## config.mk

```make
export PLATFORM = sky130hd
export DESIGN_NAME = fetch_queue_flat
export DESIGN_NICKNAME = d
export VERILOG_FILES = /design/src/rtl/fetch_queue_if.sv /design/src/rtl/fetch_queue.sv /design/src/flat_wrapper.sv
export SDC_FILE = /design/constraint.sdc
export NUM_CORES = 1
export LEC_CHECK = 0
export ABC_AREA = 1
export CORE_UTILIZATION = 35
export DETAILED_ROUTE_END_ITERATION = 8
export GPL_TIMING_DRIVEN = 0
export PLACE_DENSITY_LB_ADDON = 0.12
export SYNTH_ARGS = -nofsm -noshare
export SYNTH_HDL_FRONTEND = slang
export SYNTH_SLANG_ARGS = --single-unit
export TNS_END_PERCENT = 10
```

## constraint.sdc

```tcl
create_clock -name clk -period 3.55 [get_ports clk]
set_clock_uncertainty 0.1 [all_clocks]
set_input_delay 0.71 -clock clk [delete_from_list [all_inputs] [get_ports clk]]
set_output_delay 0.71 -clock clk [all_outputs]
set_load 0.005 [all_outputs]
```

## src/rtl/fetch_queue_if.sv

```systemverilog
// Fetch-queue bus: instruction-memory port, redirect/halt controls and the
// decode-side valid/ready stream. master = fetch_queue, slave = its environment.
interface fetch_queue_if #(
    parameter int PC_W  = 5,
    parameter int XLEN  = 32,
    parameter int DEPTH = 4
);
    localparam int CW = $clog2(DEPTH) + 1;

    logic [PC_W-1:0] imem_addr;
    logic [XLEN-1:0] imem_data;
    logic            redirect;
    logic [PC_W-1:0] redirect_pc;
    logic            halt;
    logic            out_valid;
    logic            out_ready;
    logic [XLEN-1:0] out_instr;
    logic [PC_W-1:0] out_pc;
    logic [PC_W-1:0] pc;
    logic [CW-1:0]   count;
    logic            halted;

    modport master (
        output imem_addr, out_valid, out_instr, out_pc, pc, count, halted,
        input  imem_data, redirect, redirect_pc, halt, out_ready
    );

    modport slave (
        input  imem_addr, out_valid, out_instr, out_pc, pc, count, halted,
        output imem_data, redirect, redirect_pc, halt, out_ready
    );
endinterface

```

## src/rtl/fetch_queue.sv

```systemverilog
// Instruction-fetch front end: walks the PC, captures {pc, instr} pairs into a
// circular prefetch queue, and supports jump redirect, sticky halt and end-of-ROM stop.
module fetch_queue #(
    parameter int              PC_W  = 5,
    parameter int              XLEN  = 32,
    parameter int              DEPTH = 4,
    parameter logic [XLEN-1:0] NOP   = 32'h00000013
) (
    input logic             clk,
    input logic             rst_n,
    fetch_queue_if.master   bus
);
    localparam int PW = $clog2(DEPTH);
    localparam int CW = PW + 1;

    typedef struct packed {
        logic [PC_W-1:0] pc;
        logic [XLEN-1:0] instr;
    } entry_t;

    entry_t          mem [DEPTH];
    logic [PW-1:0]   rd_ptr_reg;
    logic [PW-1:0]   wr_ptr_reg;
    logic [CW-1:0]   count_reg;
    logic [PC_W-1:0] pc_reg;
    logic            done_reg;
    logic            halted_reg;

    logic empty;
    logic pop;
    logic push;
    logic flush_halt;

    assign empty      = (count_reg == '0);
    assign flush_halt = bus.halt | halted_reg;
    assign pop        = ~halted_reg & ~empty & bus.out_ready;
    // A push is suppressed whenever halt or redirect takes over the cycle.
    assign push       = ~flush_halt & ~done_reg & ~bus.redirect &
                        ((count_reg < CW'(DEPTH)) | pop);

    always_ff @(posedge clk) begin
        if (!rst_n) begin
            rd_ptr_reg <= '0;
            wr_ptr_reg <= '0;
            count_reg  <= '0;
            pc_reg     <= '0;
            done_reg   <= 1'b0;
            halted_reg <= 1'b0;
        end else if (flush_halt) begin
            halted_reg <= 1'b1;
            rd_ptr_reg <= '0;
            wr_ptr_reg <= '0;
            count_reg  <= '0;
        end else if (bus.redirect) begin
            rd_ptr_reg <= '0;
            wr_ptr_reg <= '0;
            count_reg  <= '0;
            pc_reg     <= bus.redirect_pc;
            done_reg   <= 1'b0;
        end else begin
            if (push) begin
                wr_ptr_reg <= wr_ptr_reg + 1'b1;
                // The last address is fetched once; pc then parks there.
                if (pc_reg == {PC_W{1'b1}}) begin
                    done_reg <= 1'b1;
                end else begin
                    pc_reg <= pc_reg + 1'b1;
                end
            end
            if (pop) begin
                rd_ptr_reg <= rd_ptr_reg + 1'b1;
            end
            count_reg <= count_reg + CW'(push) - CW'(pop);
        end
    end

    // Storage has no reset; the pointers and count define which entries are live.
    always_ff @(posedge clk) begin
        if (push) begin
            mem[wr_ptr_reg] <= '{pc: pc_reg, instr: bus.imem_data};
        end
    end

    assign bus.imem_addr = pc_reg;
    assign bus.pc        = pc_reg;
    assign bus.count     = count_reg;
    assign bus.halted    = halted_reg;
    assign bus.out_valid = halted_reg | ~empty;
    assign bus.out_instr = (halted_reg | empty) ? NOP : mem[rd_ptr_reg].instr;
    assign bus.out_pc    = (halted_reg | empty) ? '0 : mem[rd_ptr_reg].pc;
endmodule

```

## src/flat_wrapper.sv

```systemverilog
// flat-port wrapper written by rule: the top's interface ports become plain ports
module fetch_queue_flat 
#(
    parameter int              PC_W  = 5,
    parameter int              XLEN  = 32,
    parameter int              DEPTH = 4,
    parameter logic [XLEN-1:0] NOP   = 32'h00000013
)
  (clk, rst_n, bus_imem_addr, bus_out_valid, bus_out_instr, bus_out_pc, bus_pc, bus_count, bus_halted, bus_imem_data, bus_redirect, bus_redirect_pc, bus_halt, bus_out_ready);
  fetch_queue_if #(.PC_W(PC_W), .XLEN(XLEN), .DEPTH(DEPTH)) bus_i ();
  input logic clk;
  input logic rst_n;
  output wire logic [$bits(bus_i.imem_addr)-1:0] bus_imem_addr;
  output wire logic [$bits(bus_i.out_valid)-1:0] bus_out_valid;
  output wire logic [$bits(bus_i.out_instr)-1:0] bus_out_instr;
  output wire logic [$bits(bus_i.out_pc)-1:0] bus_out_pc;
  output wire logic [$bits(bus_i.pc)-1:0] bus_pc;
  output wire logic [$bits(bus_i.count)-1:0] bus_count;
  output wire logic [$bits(bus_i.halted)-1:0] bus_halted;
  input wire logic [$bits(bus_i.imem_data)-1:0] bus_imem_data;
  input wire logic [$bits(bus_i.redirect)-1:0] bus_redirect;
  input wire logic [$bits(bus_i.redirect_pc)-1:0] bus_redirect_pc;
  input wire logic [$bits(bus_i.halt)-1:0] bus_halt;
  input wire logic [$bits(bus_i.out_ready)-1:0] bus_out_ready;
  assign bus_imem_addr = bus_i.imem_addr;
  assign bus_out_valid = bus_i.out_valid;
  assign bus_out_instr = bus_i.out_instr;
  assign bus_out_pc = bus_i.out_pc;
  assign bus_pc = bus_i.pc;
  assign bus_count = bus_i.count;
  assign bus_halted = bus_i.halted;
  assign bus_i.imem_data = bus_imem_data;
  assign bus_i.redirect = bus_redirect;
  assign bus_i.redirect_pc = bus_redirect_pc;
  assign bus_i.halt = bus_halt;
  assign bus_i.out_ready = bus_out_ready;
  fetch_queue #(.PC_W(PC_W), .XLEN(XLEN), .DEPTH(DEPTH), .NOP(NOP)) u_core (.clk(clk), .rst_n(rst_n), .bus(bus_i));
endmodule
```

==> run_results.csv, run 1 <==
group,metric,value,unit
detailed_routing,firstDrtPassIters,7,
clock_tree,cts_resized,0,
clock_tree,htree_levels,4,
cells_and_area,mostFrequentLayoutCells,"nor2_1 (164), edfxtp_1 (148), clkdlybuf4s50_1 (91)",
detailed_routing,via_per_inst,4.78,
clock_tree,cts.path.max_buffers,2,
grt,grt_max_degree,24,
floorplanning,io_pins,94,
grt,grt_pass1_wl,25.0,mm
place,dpl.cell_count,902,
clock_tree,clkLatencyLatePin,420,ps
sta,rsz0062_at_grt,"no",
critical_path,crit_chain,"inv_2 > buf_4 > clkbuf_1 > o21ai_0 > a21oi_1 > clkdlybuf4s50_1",
status,status,"complete, no violations",
sta,fin_ws,180,ps
critical_path,path_max_fanout,10,
floorplanning,die_h,140,um
yosys,syn_area,6700,sq um
detailed_routing,routed_wl,15.9,mm
clock_tree,cts_buffers,17,
yosys,synthArstFlopShare,0,
cells_and_area,fin_util,0.459,
cells_and_area,area_delta_synth_final,28.4,%
sta,fmax,297,MHz
yosys,synth_ff_type,"edfxtp_1",
cells_and_area,antenna_cells,0,
sta,setup_viol,0,
clock_tree,postCtsHoldBufs,0,
critical_path,reg2reg_to,"u_core.bus.count[2]",
sta,tightest_slew,738,ps
critical_path,ff2ff_path_depth,10,
yosys,synth-seq-cells,164,
cells_and_area,fillers,1692,
sta,fin_crit,3370,ps
yosys,syn_avg_cell_area,11.7,sq um
grt,grt_usage,0.171,
sta,timing.final.crit_share,0.949,
cells_and_area,largest_reg_flops,148,
grt,grt_pass1_vias,4487,
yosys,yosysUniqueCellTypes,30,
critical_path,arrival,2560,ps
critical_path,rrSetupSlack,1170,ps
clock_tree,clockRootBuffer,"clkbuf_16",
power,power_density,485,nW/um^2
floorplanning,initial_core_util,0.357,
hold_path,hp-start,"u_core.rd_ptr_reg[1]",
clock_tree,cts.clk_slew.worst_paths,60,ps
sta,hold_viol,0,
floorplanning,dieArea,19700,sq um
power,p_leak,3.02,nW
cells_and_area,instances_no_fill,934,
critical_path,cp-end-kind,"output pin",
critical_path,critical-path-max-stage-delay,570,ps
power,peakVddDrop,319,uV
critical_path,criticalPathCategory,"reg -> out",
clock_tree,postCtsSetupBuffers,0,
place,routabilityCongestion,0.802,
place,port_buffers,91,
place,place_ws,664,ps
detailed_routing,drt_iter0_drc,334,
hold_path,worstHoldPathType,"reg -> reg",
clock_tree,clock-sinks,164,
clock_tree,cts_tree,"yes",
yosys,synthCells,573,
yosys,synth_edf_count,148,
grt,antenna_found_initial,0,
flow_run,cap_violations,0,
grt,grt_overflow,0,
yosys,yosysWarnings,0,
floorplanning,die_x,140,um
place,dp_hpwl,10.0,mm
yosys,synth_nets,624,
floorplanning,fp.coreArea,18800,sq um
cells_and_area,finalNetCount,738,
detailed_routing,drc,0,
critical_path,critPathSlowestCell,"clkdlybuf4s50_1",
floorplanning,num_rows,50,
sta,report.final.slew_viol_count,0,
critical_path,critical_path_required,2740,ps
detailed_routing,via_count,4460,
critical_path,crit_end,"bus_out_instr[31]",
detailed_routing,ant_nets,0,
yosys,ys_seq_area_frac,0.711,
cells_and_area,final_common_cell,"nor2_1",
critical_path,rr_startpoint,"u_core.bus.count[1]",
cells_and_area,layout-drive-gt1-share,0.0971,
critical_path,startpoint_type,"register",
sta,maxSlewHeadroom,0.507,
detailed_routing,wl_per_cell,17.0,um
## report_power, final
part	switching [mW]	total (mW)	internal, mW
sequential	0.0198	2.15	2.13
clock	0.683	1.84	1.16
combinational	0.0862	0.182	0.0958
total	0.789	4.18	3.39
## synthesized netlist by cell type, types with 2 or more instances
cell      count  area [sq um]
nor2_1      168           631
edfxtp_1    148          4440
o21ai_0      55           275
a21oi_1      42           210
nand2_1      31           116
inv_1        26          97.6
o21ai_1      18          90.1
dfxtp_1      16           320
buf_4        14           105
clkbuf_1      8          30.0
ha_1          8           100
buf_2         7          35.0
nand2_4       4          45.0
nand3_1       4          20.0
buf_1         3          11.3
inv_2         3          11.3
o311ai_0      3          26.3
nand2_2       2          12.5
xor2_1        2          17.5
## layout make-up
class | count | area, sq um | area share
plain buffers | 33 | 193 | 0.0224
clock buffers | 26 | 489 | 0.0568
clock inverters | 6 | 101 | 0.0118
inverters | 30 | 118 | 0.0137
multi-input cells | 346 | 1660 | 0.193
flip-flops and latches | 164 | 4760 | 0.553
well taps | 234 | 293 | 0.0340
repair buffers | 95 | 991 | 0.115
## worst max-delay path, delay by kind of cell, from the launching register on
family          cells  cell delay (ps)
flops               1              340
compound gates      2              500
buf+inv             4             1310
## stage by stage
stage / setup TNS (ps) / hold slack [ps] / total power, mW / cell area, sq um
after floorplan: 0 / 365 / 2.26 / 6700
after CTS: 0 / 421 / 4.21 / 8610
after global placement: -226790 / 387 / 2.37 / 7910
final: 0 / 417 / 4.18 / 8610
after global routing: 0 / 438 / 4.31 / 8610
after detailed placement: 0 / 411 / 2.38 / 8020
## per-layer routing
metal	GRT usage	vias to the layer above	share of wire
met5	0	-	0
met4	0.0567	0	0.0094
met3	0.0403	13	0.055
met2	0.279	141	0.48
met1	0.225	2114	0.45
li1	-	2192	-
## how the worst min path moves through the flow
stage | end | slack (ps) | depth (start not counted)
final | u_core.rd_ptr_reg[1] | 420 | 2
after global routing | u_core.rd_ptr_reg[0] | 440 | 2
after CTS | u_core.rd_ptr_reg[0] | 420 | 2
after detailed placement | u_core.rd_ptr_reg[0] | 410 | 2
after global placement | u_core.rd_ptr_reg[1] | 390 | 2
after floorplan | register | 360 | 2
## cells by family after synthesis
kind of cell	count (synthesis)	synth area share
simple gates	214	0.129
flops	164	0.711
compound gates	120	0.0922
buf+inv	63	0.0463
fa+ha+maj	9	0.0179
xor+xnor	3	0.00392
Power figures use the tool's default switching activity.
==> inputs of run 2 (changes only) <==
CAP_MARGIN = 15   (was default)
GPL_TIMING_DRIVEN = default   (was 0)
==> run_results.csv, run 2 (synthesized netlist as in run 1, its figures left out) <==
group,metric,value,unit
cells_and_area,largest_reg_flops,148,
sta,fin_crit,3300,ps
detailed_routing,firstDrtPassIters,5,
sta,fin_tns_setup,0,ps
grt,grt_pass1_vias,4276,
sta,timing.final.crit_share,0.929,
detailed_routing,wl_per_cell,16.2,um
grt,grt_max_degree,38,
status,status,"complete, no violations",
clock_tree,clkLatencyLatePin,410,ps
place,port_buffers,93,
clock_tree,cts_buffers,17,
hold_path,hold_path_depth,2,
critical_path,arrival,2490,ps
clock_tree,cts.clk_slew.worst_paths,60,ps
critical_path,reg2reg_to,"u_core.bus.count[2]",
sta,maxSlewHeadroom,0.601,
detailed_routing,via_per_inst,4.70,
detailed_routing,ant_nets,0,
grt,grt_overflow,0,
sta,setup_viol,0,
clock_tree,clockRootBuffer,"clkbuf_16",
floorplanning,io_pins,94,
cells_and_area,final_common_cell,"nor2_1",
power,peakVddDrop,337,uV
floorplanning,fp.coreArea,18800,sq um
clock_tree,clock-sinks,164,
critical_path,ff2ff_path_depth,10,
cells_and_area,layout-drive-gt1-share,0.0910,
critical_path,rr_startpoint,"u_core.bus.count[1]",
power,power_density,476,nW/um^2
floorplanning,initial_core_util,0.357,
detailed_routing,routed_wl,14.8,mm
clock_tree,postCtsHoldBufs,0,
floorplanning,die_x,140,um
cells_and_area,mostFrequentLayoutCells,"nor2_1 (164), edfxtp_1 (148), clkdlybuf4s50_1 (93)",
cells_and_area,area_delta_synth_final,26.3,%
power,total_power,4.03,mW
sta,tightest_slew,591,ps
critical_path,startpoint_type,"register",
clock_tree,postCtsSetupBuffers,0,
critical_path,criticalPathCategory,"reg -> out",
sta,rsz0062_at_grt,"no",
hold_path,hp-start,"u_core.wr_ptr_reg[0]",
cells_and_area,finalNetCount,720,
sta,fmax,303,MHz
critical_path,rrSetupSlack,960,ps
clock_tree,cts.path.max_buffers,2,
grt,antenna_found_initial,0,
clock_tree,htree_levels,4,
detailed_routing,via_count,4298,
floorplanning,dieArea,19700,sq um
cells_and_area,antenna_cells,0,
cells_and_area,fin_util,0.451,
grt,grt_pass1_wl,23.0,mm
critical_path,critical_path_required,2740,ps
place,dp_hpwl,8.92,mm
critical_path,cp-end-kind,"output pin",
place,routabilityCongestion,0.773,
detailed_routing,drc,0,
detailed_routing,drt_iter0_drc,203,
floorplanning,die_h,140,um
critical_path,path_max_fanout,25,
flow_run,cap_violations,0,
sta,report.final.slew_viol_count,0,
sta,hold_viol,0,
power,p_leak,2.96,nW
clock_tree,cts_tree,"yes",
floorplanning,num_rows,50,
hold_path,min_to,"u_core.wr_ptr_reg[0]",
hold_path,worstHoldPathType,"reg -> reg",
grt,grt_usage,0.158,
run 2: metrics by stage:
step           std cells  instance area [sq um]  worst slack [ps]  hold slack [ps]
3_5_place_dp         884                   7920               431              401
6_report             915                   8470               253              408
3_3_place_gp         884                   7920               478              397
2_1_floorplan        573                   6700               322              365
5_1_grt              915                   8470              58.7              449
4_1_cts              915                   8470               149              416
run 2: cell type report:
cell class                      instances  area [sq um]
Multi-Input combinational cell        346          1660
Sequential cell                       164          4770
Clock inverter                         11           111
Inverter                               30           118
Tap cell                              234           293
Clock buffer                           20           437
Timing Repair Buffer                  110          1080
Fill cell                            1750         10300
run 2: how the worst max path moves through the flow:
stage | endpoint | slack (ps)
after floorplan | u_core.mem[0][0] | 320
after global placement | u_core.bus.count[2] | 480
after detailed placement | u_core.bus.count[2] | 430
after CTS | bus_out_instr[1] | 150
after global routing | bus_out_instr[17] | 60
final | bus_out_instr[17] | 250
run 2: report_power, final:
group / switching (mW) / leakage (nW) / internal [mW]
combinational: 0.0839 / 1.22 / 0.0904
sequential: 0.0202 / 1.47 / 2.13
clock: 0.683 / 0.268 / 1.02
total: 0.787 / 2.96 / 3.25
run 2: what timing repair did:
| action | CTS | global route |
|---|---|---|
| hold endpoints to repair | 0 | 0 |
| endpoints found under the setup margin | 0 | 1 |
| resized for setup | 0 | 1 |
run 2: layer usage:
layer  vias up  part of all wire  GRT usage
li1       2156                 -          -
met3        13             0.047     0.0403
met4         0             0.010     0.0538
met5         -                 0          0
met1      2037              0.46      0.200
met2        92              0.48      0.264
run 2: critical path, cell delays in order, from the launching register on:
cell             delay, ps
dfxtp_2                430
buf_4                  290
buf_4                  330
nor2_1                  90
nor2_1                  80
o21ai_0                 80
a21oi_1                220
clkdlybuf4s50_1        550
==> patch 1: new RTL, config.mk and constraints of run 2 <==
`DEPTH` is set to 4 in 3 places; all go to 2.
--- a/src/rtl/fetch_queue_if.sv
+++ b/src/rtl/fetch_queue_if.sv
@@ -5,3 +5,3 @@
     parameter int XLEN  = 32,
-    parameter int DEPTH = 4
+    parameter int DEPTH = 2
 );
--- a/src/rtl/fetch_queue.sv
+++ b/src/rtl/fetch_queue.sv
@@ -5,3 +5,3 @@
     parameter int              XLEN  = 32,
-    parameter int              DEPTH = 4,
+    parameter int              DEPTH = 2,
     parameter logic [XLEN-1:0] NOP   = 32'h00000013
--- a/src/flat_wrapper.sv
+++ b/src/flat_wrapper.sv
@@ -5,3 +5,3 @@
     parameter int              XLEN  = 32,
-    parameter int              DEPTH = 4,
+    parameter int              DEPTH = 2,
     parameter logic [XLEN-1:0] NOP   = 32'h00000013
Interface: changed (resized bus_count); port bits go from 94 to 93. The function was not compared with the original's and may differ.
==> patch 1 against run 2 <==
  * Highest routed layer unchanged
  * Area after synthesis shrank 44%
  * Sequential power shrank 47%
  * Largest power group unchanged
  * Sequential cell count down 78
  * Count of clock-buffer cells in the layout shrank 10
  * Critical path type unchanged
  * Combinational power decreased by 17%
  * Clock power fell by 57%
  * Register-to-register slack improved by 280 ps
  * Wire length decreased by 54%
  * Design area shrank 41%
  * Worst setup slack gained 380 ps
  * Power fell by 50%
  * Core utilization up 3.2 points
  * Global-route usage shrank 2.9 points
  * Hold slack better by 6.4 ps
==> patch 1: results (changes against run 2) <==
stage,metric,value,unit,change
status,status,completed,,unchanged
place,pre_cts_ws,782,ps,was 431 ps
pwr,max-vdd-ir-drop,180,uV,was 337 uV
worst_setup_path,reg2reg_to,u_core.bus.count[1],,was u_core.bus.count[2]
yosys,synthCells,303,,was 573
worst_setup_path,endpoint,bus_out_instr[18],,was bus_out_instr[17]
place,place_area,4780,um^2,was 7920 um^2
worst_setup_path,regToRegSetupSlack,1240,ps,was 960 ps
place,gp_congestion,0.800,,was 0.773
yosys,synth_edf_count,74,,was 148
place,port_buffers,92,,was 93
worst_setup_path,cp_max_fo,18,,was 25
global_route,grt_pass1_vias,2125,,was 4276
place,dp.cells,521,,was 884
finish,design_area,4990,um^2,was 8470 um^2
timing,tightest_slew,524,ps,was 591 ps
clock_tree,insertion_delay,350,ps,was 410 ps
clock_tree,cts_buffers,9,,was 17
clock_tree,cts_max_level,3,,was 4
drt,dr.first_iter.drc_count,72,,was 203
finish,n_fill_cell,963,,was 1750
clock_tree,cts-root-buf,clkbuf_8,,was clkbuf_16
worst_setup_path,reg2regPathDepth,11,,was 10
yosys,syn_nets,349,,was 624
worst_setup_path,worstPathArrival,2100,ps,was 2490 ps
drt,wl,6860,um,was 14800 um
drt,first_pass_iters,4,,was 5
drt,drt-vias-per-instance,4.31,,was 4.70
pwr,internal-power,1.60,mW,was 3.25 mW
pwr,leakage,2.01,nW,was 2.96 nW
yosys,yosysUniqueCellTypes,25,,was 30
place,dp_hpwl,4430,um,was 8920 um
finish,drive_gt1_share,17.5,%,was 9.10%
yosys,synth.area.top_cells,"edfxtp_1 (59%), mux2_2 (10%), dfxtp_1 (6.4%), nand2_1 (6.1%), inv_1 (5.3%)",,"was edfxtp_1 (66%), nor2_1 (9.4%), dfxtp_1 (4.8%), o21ai_0 (4.1%), a21oi_1 (3.1%)"
worst_setup_path,cpPeakStageDelay,530,ps,was 550 ps
global_route,track_usage,13.0,%,was 15.8%
finish,largest_reg_flops,74,,was 148
drt,vias,2314,,was 4298
patch 1: cell types whose count changed in the layout (fill, tap and decap cells not counted), moves of 17 or more:
cell / run 2 / this run
nor2_1: 164 / 13
a21oi_1: 42 / 7
edfxtp_1: 148 / 74
o21ai_1: 18 / 0
mux2_2: 0 / 34
nand2_1: 31 / 61
o21ai_0: 55 / 2
clkbuf_16: 17 / 0
inv_1: 26 / 53
patch 1: worst min-delay path by stage:
stage,from,endpoint,slack [ps],cells past startpoint
global route,u_core.rd_ptr_reg,flop,440,2
CTS,u_core.rd_ptr_reg,flop,410,2
detailed placement,u_core.rd_ptr_reg,flop,380,2
global placement,u_core.rd_ptr_reg,u_core.rd_ptr_reg,370,2
floorplan,u_core.rd_ptr_reg,flop,360,2
finish,u_core.rd_ptr_reg,flop,410,2
patch 1: kinds of logic (layout without fill, tap and decap cells):
kind of cell,count (synthesis),count (layout),share of synthesized area [%]
compound gates,15,15,2.51
xor+xnor,2,2,0.469
fa+ha+maj,4,4,1.34
buf+inv,71,169,8.77
flops,86,86,65.9
mux,34,34,10.2
simple gates,91,91,10.8
patch 1: layout make-up:
class	instances	share of cell area [%]
sequential	86	49.3
multi-input combinational	146	19.4
timing repair buffer	97	19.2
inverter	56	4.36
tap	136	3.41
clock buffer	10	2.56
clock inverter	6	1.73
patch 1: worst min-delay path, stage by stage (launching register included):
cell	delay (ps)
dfxtp_1	320
nand2_1	90
a21oi_1	70
patch 1: power by group through the flow:
stage	logic [mW]	clock network [mW]	registers, mW
after global placement	0.145	0	1.16
after global routing	0.160	0.805	1.14
final	0.145	0.735	1.14
after floorplan	0.0659	0	1.16
after CTS	0.147	0.757	1.14
after detailed placement	0.146	0	1.16
patch 1: metal layers:
layer  up-vias  part of all wire (%)  track usage [%]
met5         -                     0                0
met4         0                   1.0             6.04
met3         6                   4.4             3.77
met2        71                    46             19.7
met1      1061                    49             17.1
li1       1176                     -                -
==> patch 2: new RTL, config.mk and constraints of run 2 <==
Without the edit above. Reset style: asynchronous (`rst_n`), changed in one clocked block.
--- a/src/rtl/fetch_queue.sv
+++ b/src/rtl/fetch_queue.sv
@@ -40,3 +40,3 @@
 
-    always_ff @(posedge clk) begin
+    always_ff @(posedge clk or negedge rst_n) begin
         if (!rst_n) begin
Check against the original RTL: differs if rst_n is asserted again (counterexample within 4 cycles, from zero or initial values and one cycle with rst_n low); with rst_n held inactive, the same outputs for 4 cycles.
==> patch 2 against run 2 <==
  * Wire length is 0.66% higher
  * Count of clock-buffer cells in the layout stayed put
  * Sequential cell count is 2 lower
  * Sequential power down 2%
  * Power rose by 4.4%
  * Worst setup slack lost 46 ps
  * Sequential share of layout area fell by 0.069 points
  * Area after synthesis hardly changed
  * Combinational power down 40%
  * Design area up 0.75%
==> patch 2: results (changes against run 2) <==
stage,metric,value,unit,change
pwr,combPwrFrac,2.5,%,was 4.3%
yosys,yosys-top-cells-count,"edfxtp_1 (148), nor2_1 (147), o21ai_0 (52)",,"was nor2_1 (168), edfxtp_1 (148), o21ai_0 (55)"
drt,drt-met1-wl,6570,um,was 6900 um
drt,dr.first_iter.drc_count,253,,was 203
worst_setup_path,reg2reg_to,u_core.bus.count[2],,unchanged
worst_setup_path,worstPathArrival,2530,ps,was 2490 ps
worst_setup_path,regToRegSetupSlack,940,ps,was 960 ps
global_route,grt_max_degree,45,,was 38
global_route,grt_pass1_wl,23500,um,was 23000 um
finish,instances_no_fill,898,,was 915
timing,hold_ws,521,ps,was 408 ps
hold_path,holdPathEnd,u_core.bus.halted,,was u_core.wr_ptr_reg[0]
hold_path,worstHoldStart,u_core.bus.halted,,was u_core.wr_ptr_reg[0]
pwr,seq_cell_power,2.11,mW,was 2.15 mW
global_route,track_usage,16.1,%,was 15.8%
yosys,yosysUniqueCellTypes,26,,was 30
worst_setup_path,reg2regPathDepth,11,,was 10
yosys,syn_nets,609,,was 624
global_route,use_met1,19.3,%,was 20.0%
yosys,synth.area.top_cells,"edfxtp_1 (66%), nor2_1 (8.2%), dfrtp_1 (5.2%), o21ai_0 (3.9%), a21oi_1 (3.1%)",,"was edfxtp_1 (66%), nor2_1 (9.4%), dfxtp_1 (4.8%), o21ai_0 (4.1%), a21oi_1 (3.1%)"
worst_setup_path,r2r_start,u_core.bus.count[1],,unchanged
global_route,grtUsageMet3,3.66,%,was 4.03%
global_route,grt_util_met2,27.9,%,was 26.4%
yosys,synthCells,558,,was 573
place,dp.cells,866,,was 884
pwr,seqPwrFrac,50.0,%,was 53.4%
drt,drt-vias-per-instance,4.85,,was 4.70
yosys,synthArstFlopShare,8.64,%,was 0%
pwr,max-vdd-ir-drop,354,uV,was 337 uV
timing,setup_slack,207,ps,was 253 ps
status,status,completed,,unchanged
yosys,synth-seq-area-share,71.6,%,was 71.1%
worst_setup_path,cp_max_fo,16,,was 25
drt,wl,14900,um,was 14800 um
drt,first_pass_iters,4,,was 5
global_route,grt_pass1_vias,4431,,was 4276
place,pre_cts_ws,522,ps,was 431 ps
pwr,internal-power,3.44,mW,was 3.25 mW
place,dp_hpwl,8840,um,was 8920 um
place,place_area,7870,um^2,was 7920 um^2
yosys,yosysTopAreaCellShare,66.3,%,about the same
drt,dr_wl_met3,634,um,was 700 um
yosys,synth_edf_count,148,,unchanged
worst_setup_path,endpoint,bus_out_instr[1],,was bus_out_instr[17]
drt,wl_met2,7520,um,was 7090 um
place,gp_congestion,0.750,,was 0.773
finish,nNetsFinal,702,,was 720
pwr,leakage,3.05,nW,was 2.96 nW
finish,drive_gt1_share,9.34,%,was 9.10%
timing,maxSlewHeadroom,48.1,%,was 60.1%
-- patch 2: layout make-up --
class / count / area, um^2
fillers: 1663 / 10200
clock buffers: 20 / 457
inverters: 21 / 81.3
multi-input cells: 342 / 1640
well taps: 234 / 293
clock inverters: 12 / 203
flip-flops and latches: 162 / 4800
repair buffers: 107 / 1060
-- patch 2: timing repair --
action | 4_1_cts | 5_1_grt
gates resized for setup | 0 | 1
setup buffers | 0 | 0
setup endpoints to repair | 0 | 4
-- patch 2: critical path, cell delays in order, from the launching register on --
cell and delay, ps:
dfrtp_1 450, nor2_1 160, nand2_1 80, nand2_2 360, inv_1 230, o21ai_0 240, clkdlybuf4s50_1 600
-- patch 2: cell families (layout without fill, tap and decap cells) --
kind of cell / after synthesis / in the layout / synth area share (%)
simple gates: 212 / 212 / 13.0
compound gates: 119 / 119 / 8.93
buf+inv: 54 / 160 / 4.46
fa+ha+maj: 9 / 9 / 1.79
xor+xnor: 2 / 2 / 0.261
flops: 162 / 162 / 71.6
